--- config.mk ---
export PLATFORM = sky130hd
export DESIGN_NAME = dma_write_sequencer
export DESIGN_NICKNAME = d
export VERILOG_FILES = /design/src/rtl/dma_write_sequencer.sv
export SDC_FILE = /design/constraint.sdc
export NUM_CORES = 1
export LEC_CHECK = 0
export ABC_AREA = 0
export CAP_MARGIN = 25
export CELL_PAD_IN_SITES_DETAIL_PLACEMENT = 2
export CELL_PAD_IN_SITES_GLOBAL_PLACEMENT = 2
export CORE_UTILIZATION = 28
export CTS_BUF_LIST = sky130_fd_sc_hd__clkbuf_16
export DETAILED_ROUTE_END_ITERATION = 12
export PLACE_DENSITY_LB_ADDON = 0.1
export SYNTH_ARGS = -nofsm -noshare
export SYNTH_HDL_FRONTEND = slang
export SYNTH_SLANG_ARGS = --single-unit
--- constraint.sdc ---
create_clock -name clk_in -period 6.74 [get_ports clk_in]
set_clock_uncertainty 0.1 [all_clocks]
set_input_delay 0.674 -clock clk_in [delete_from_list [all_inputs] [get_ports clk_in]]
set_output_delay 0.674 -clock clk_in [all_outputs]
set_load 0.03 [all_outputs]
--- src/rtl/dma_write_sequencer.sv ---
// dma_write_sequencer: turns a host-programmed job into back-to-back memory-write TLPs,
// then raises an MSI and holds busy until the core acknowledges it.
module dma_write_sequencer #(
   parameter int PAYLOAD_QW = 16,
   parameter int CNT_WIDTH  = 16
) (
   input  logic        clk_in,
   input  logic        reset_in,
   input  logic [15:0] reqId_in,
   input  logic        regWrValid_in,
   input  logic        regWrSel_in,
   input  logic [31:0] regWrData_in,
   input  logic [63:0] srcData_in,
   input  logic        srcValid_in,
   output logic        srcReady_out,
   output logic [63:0] txData_out,
   output logic        txValid_out,
   output logic        txSop_out,
   output logic        txEop_out,
   input  logic        txReady_in,
   output logic        msiReq_out,
   input  logic        msiAck_in,
   output logic        busy_out
);
   localparam int BW = $clog2(PAYLOAD_QW + 1);
   typedef enum logic [2:0] {IDLE, HDR0, HDR1, DATA, MSI} state_t;
   state_t state, state_nxt;
   logic [31:0] dmabase, addr;
   logic [CNT_WIDTH-1:0] cnt;
   logic [BW-1:0] beat;
   logic xfer, last, wr_base, wr_start;
   assign xfer     = txValid_out & txReady_in;
   assign last     = beat == BW'(PAYLOAD_QW - 1);
   assign wr_base  = state == IDLE && regWrValid_in && !regWrSel_in;
   assign wr_start = state == IDLE && regWrValid_in && regWrSel_in && |regWrData_in[CNT_WIDTH-1:0];
   always_ff @(posedge clk_in or posedge reset_in)
      if (reset_in) state <= IDLE;
      else state <= state_nxt;
   always_comb begin
      state_nxt = state;
      case (state)
         IDLE: state_nxt = wr_start ? HDR0 : IDLE;
         HDR0: state_nxt = xfer ? HDR1 : HDR0;
         HDR1: state_nxt = xfer ? DATA : HDR1;
         DATA: state_nxt = (xfer && last) ? (cnt == CNT_WIDTH'(1) ? MSI : HDR0) : DATA;
         MSI:  state_nxt = msiAck_in ? IDLE : MSI;
         default: state_nxt = IDLE;
      endcase
   end
   always_ff @(posedge clk_in or posedge reset_in)
      if (reset_in) begin
         dmabase <= '0;
         addr    <= '0;
         cnt     <= '0;
         beat    <= '0;
      end else begin
         if (wr_base) dmabase <= {regWrData_in[31:3], 3'b000};
         if (wr_start) begin
            cnt  <= regWrData_in[CNT_WIDTH-1:0];
            addr <= dmabase;
            beat <= '0;
         end
         if (state == DATA && xfer) begin
            beat <= last ? '0 : beat + 1'b1;
            if (last) begin
               addr <= addr + 32'(PAYLOAD_QW * 8);
               cnt  <= cnt - 1'b1;
            end
         end
      end
   always_comb begin
      txValid_out  = 1'b0;
      txSop_out    = 1'b0;
      txEop_out    = 1'b0;
      txData_out   = '0;
      srcReady_out = 1'b0;
      msiReq_out   = 1'b0;
      case (state)
         HDR0: begin
            txValid_out = 1'b1;
            txSop_out   = 1'b1;
            txData_out  = {reqId_in, 8'h00, 8'hFF, 32'h4000_0000 | 32'(PAYLOAD_QW * 2)};
         end
         HDR1: begin
            txValid_out = 1'b1;
            txData_out  = {32'h0000_0000, addr};
         end
         DATA: begin
            txValid_out  = srcValid_in;
            txData_out   = srcData_in;
            srcReady_out = txReady_in;
            txEop_out    = last;
         end
         MSI: msiReq_out = 1'b1;
         default: ;
      endcase
   end
   assign busy_out = state != IDLE;
endmodule

==> out/metrics.csv <==
stage,metric,value,unit
drt,wl_per_cell,20.37,µm
sta,hold_ws,0.3788,ns
yosys,synth.area.mux_share,0.09619,
yosys,synth_edf_count,0,
cells_and_area,fillers,1903,
drt,wl,19270,µm
global_route,grt_pass1_wl,30350,µm
worst_hold_path,holdPathStages,2,
cells_and_area,antenna_cells,0,
floorplanning,die_x,136.4,µm
clock_network,clkTransAtPathRegs,0.07,ns
yosys,ys_seq_area_frac,0.4204,
worst_setup_path,critPathKind,reg2out,
worst_setup_path,reg2reg_from,beat[0]$_DFFE_PP0P_,
yosys,async_flop_share,1.000,
sta,finalSetupViolCount,0,
yosys,synth_xor_area_frac,0.005193,
sta,final.min_clock_period,3.819,ns
sta,tns,0,ns
worst_setup_path,r2r-end,addr[31]$_DFF_PP0_,
worst_setup_path,cp_max_fo,32,
drt,route.detailed.drc,0,
drt,drt-vias-per-instance,5.390,
yosys,ys.flop_type,dfrtp_1,
drt,first_pass_iters,4,
drt,antenna_left,0,
sta,fmax,261.9,MHz
worst_hold_path,min_path_type,reg2reg,
yosys,synth_cell_types,58,
worst_hold_path,worstHoldStart,dmabase[6]$_DFFE_PP0P_,
floorplanning,die_h,136.4,µm
yosys,synth_top_family_by_area,simple AND/OR/NAND/NOR gates,
floorplanning,rows,48,
clock_network,post-cts-setup-buffers,0,
clock_network,cts_made_buffers,9,
floorplanning,start_util,0.2895,
clock_network,clock_latency,0.35,ns
worst_hold_path,min_to,addr[6]$_DFFE_PP0P_,
clock_network,cts-hold-fix-buffers,0,
place,hpwl,14340,µm
floorplanning,core_area,0.01748,mm²
worst_setup_path,end_kind,primary output,
yosys,syn_nets,669,
worst_setup_path,r2r_cells,7,
clock_network,cts-root-buf,clkbuf_16,
global_route,grt.total_usage,0.2130,
pwr,ir_drop,0.1749,mV
drt,vias,5099,
clock_network,post_cts_resize_count,0,
sta,finalHoldViolations,0,
floorplanning,num_io_pins,189,
worst_setup_path,required,5.97,ns
yosys,synth_cells,546,
yosys,ys_warn_count,0,
global_route,antenna_found_initial,1,
cells_and_area,final_nets,839,
clock_network,htreeDepth,3,
worst_setup_path,crit_arrival,3.04,ns
cells_and_area,area_growth,45.90,%
run_status,outcome,finished clean,
worst_setup_path,worst_setup_path_start_kind,flip-flop,
global_route,first_global_vias,5648,
sta,tightest_slew,0.8545,ns
yosys,synth_compound_area_frac,0.1966,
drt,drt_iter0_drc,139,
floorplanning,fp.dieArea,0.01861,mm²
global_route,grt_start_max_net_pins,44,
place,routabilityCongestion,0.7713,
yosys,syn-mean-instance-area,9.267,µm²
sta,rsz0062_at_grt,false,
yosys,syn_area,0.005060,mm²
pwr,leakagePower,0.003041,µW
sta,drv_slew,0,
worst_setup_path,r2r_slack,3.81,ns
job,max-cap-violations,0,
clock_network,clkSinkCount,85,
sta,fin_crit_sh,0.5665,
global_route,grt.overflow.total,0,
place,portBuffers,188,
yosys,synth-seq-cells,85,
clock_network,cts_buffer_depth,2,
clock_network,tritoncts,done,
cells_and_area,drive_above_1_share,0.1012,
pwr,power_density,364.4,mW/mm²
sta,relSlewSlack,0.4289,
yosys,synth_adder_area_share,0.009891,
yosys,synth_simple_gate_area_share,0.2193,
critical path, stage by stage, from the launching register on:
cell	delay [ns]
dfrtp_1	0.33
buf_4	0.40
inv_1	0.17
nor3_2	0.51
buf_4	0.39
a22o_1	0.18
clkdlybuf4s50_1	0.68
power by group:
part           internal (µW)  total, µW  switching [µW]
logic                    555       1230             677
clock network            259        490             231
registers                708        969             260
synthesized netlist by cell type (11+ instances only):
cell      instances  area share
and2_1           12       0.015
nand2_1          48       0.036
clkbuf_1         14       0.010
nor2_1           61       0.045
buf_2            14       0.014
and3_1           11       0.014
nor3_1           22       0.022
mux2_2           27       0.060
nand3_1          18       0.018
inv_1            17       0.013
o21ai_0          19       0.019
a22o_1           30       0.052
dfrtp_1          85        0.42
mux2i_1          16       0.032
a21oi_1          41       0.041
how the worst max path moves through the flow:
stage / start / end / slack [ns] / cells past startpoint
final: state[1]$_DFF_PP0_ / txData_out[11] / 2.92 / 6
after global placement: txReady_in / addr[27]$_DFF_PP0_ / 3.38 / 7
after CTS: state[1]$_DFF_PP0_ / txData_out[10] / 2.87 / 6
after global routing: state[1]$_DFF_PP0_ / txData_out[11] / 2.70 / 6
after detailed placement: state[1]$_DFF_PP0_ / txData_out[26] / 3.26 / 6
after floorplan: reset_in / addr[0]$_DFFE_PP0P_ / 3.77 / 1
final cells by class:
class / count / area, µm² / area share
Inverter: 18 / 68.82 / 0.009322
Clock inverter: 7 / 63.81 / 0.008644
Timing Repair Buffer: 195 / 1934 / 0.2620
Sequential cell: 85 / 2127 / 0.2881
Multi-Input combinational cell: 407 / 2681 / 0.3632
Clock buffer: 9 / 225.2 / 0.03051
Tap cell: 225 / 281.5 / 0.03814
flip-flops by register name, indices dropped and copies added, names as in the netlist:
name and flops:
beat 5, dmabase 29, addr 32, cnt 16
state 3
layer usage:
metal	share of wire	vias to the layer above	global-route usage	routed length (µm)
li1	-	2352	-	-
met1	0.42	2565	0.2467	8061
met2	0.51	159	0.3897	9772
met3	0.060	21	0.04101	1153
met4	0.014	2	0.06914	267
met5	0.00067	-	0	13
stage by stage:
step	setup slack, ns	cells	total power, µW	cell area, µm²	util
CTS	2.874	946	2726	7382	0.4224
global route	2.697	946	2857	7382	0.4224
detailed placement	3.263	930	2220	7093	0.4059
finish	2.922	946	2690	7382	0.4224
floorplan	3.773	546	1660	5060	-
global placement	3.376	930	2162	7093	0.4059
cells in the final DEF (no fill, tap or decap), drive strengths merged, types with 7 or more instances in the layout:
master / n
a211oi: 10
a21oi: 41
a22o: 30
a311oi: 8
and2: 12
and3: 12
and4: 7
buf: 7
clkbuf: 9
clkdlybuf4s50: 188
dfrtp: 85
inv: 22
mux2: 29
mux2i: 16
nand2: 48
nand3: 20
nor2: 62
nor3: 24
nor4: 8
o21ai: 19
o22ai: 8
kinds of logic after synthesis:
kind of cell             after synthesis
multiplexers                          45
flip-flops                            85
AO/OA/AOI/OAI                        143
buffers and inverters                 54
AND/OR/NAND/NOR                      212
adder cells (fa/ha/maj)                4
XOR/XNOR                               3
Power figures use the tool's default switching activity.
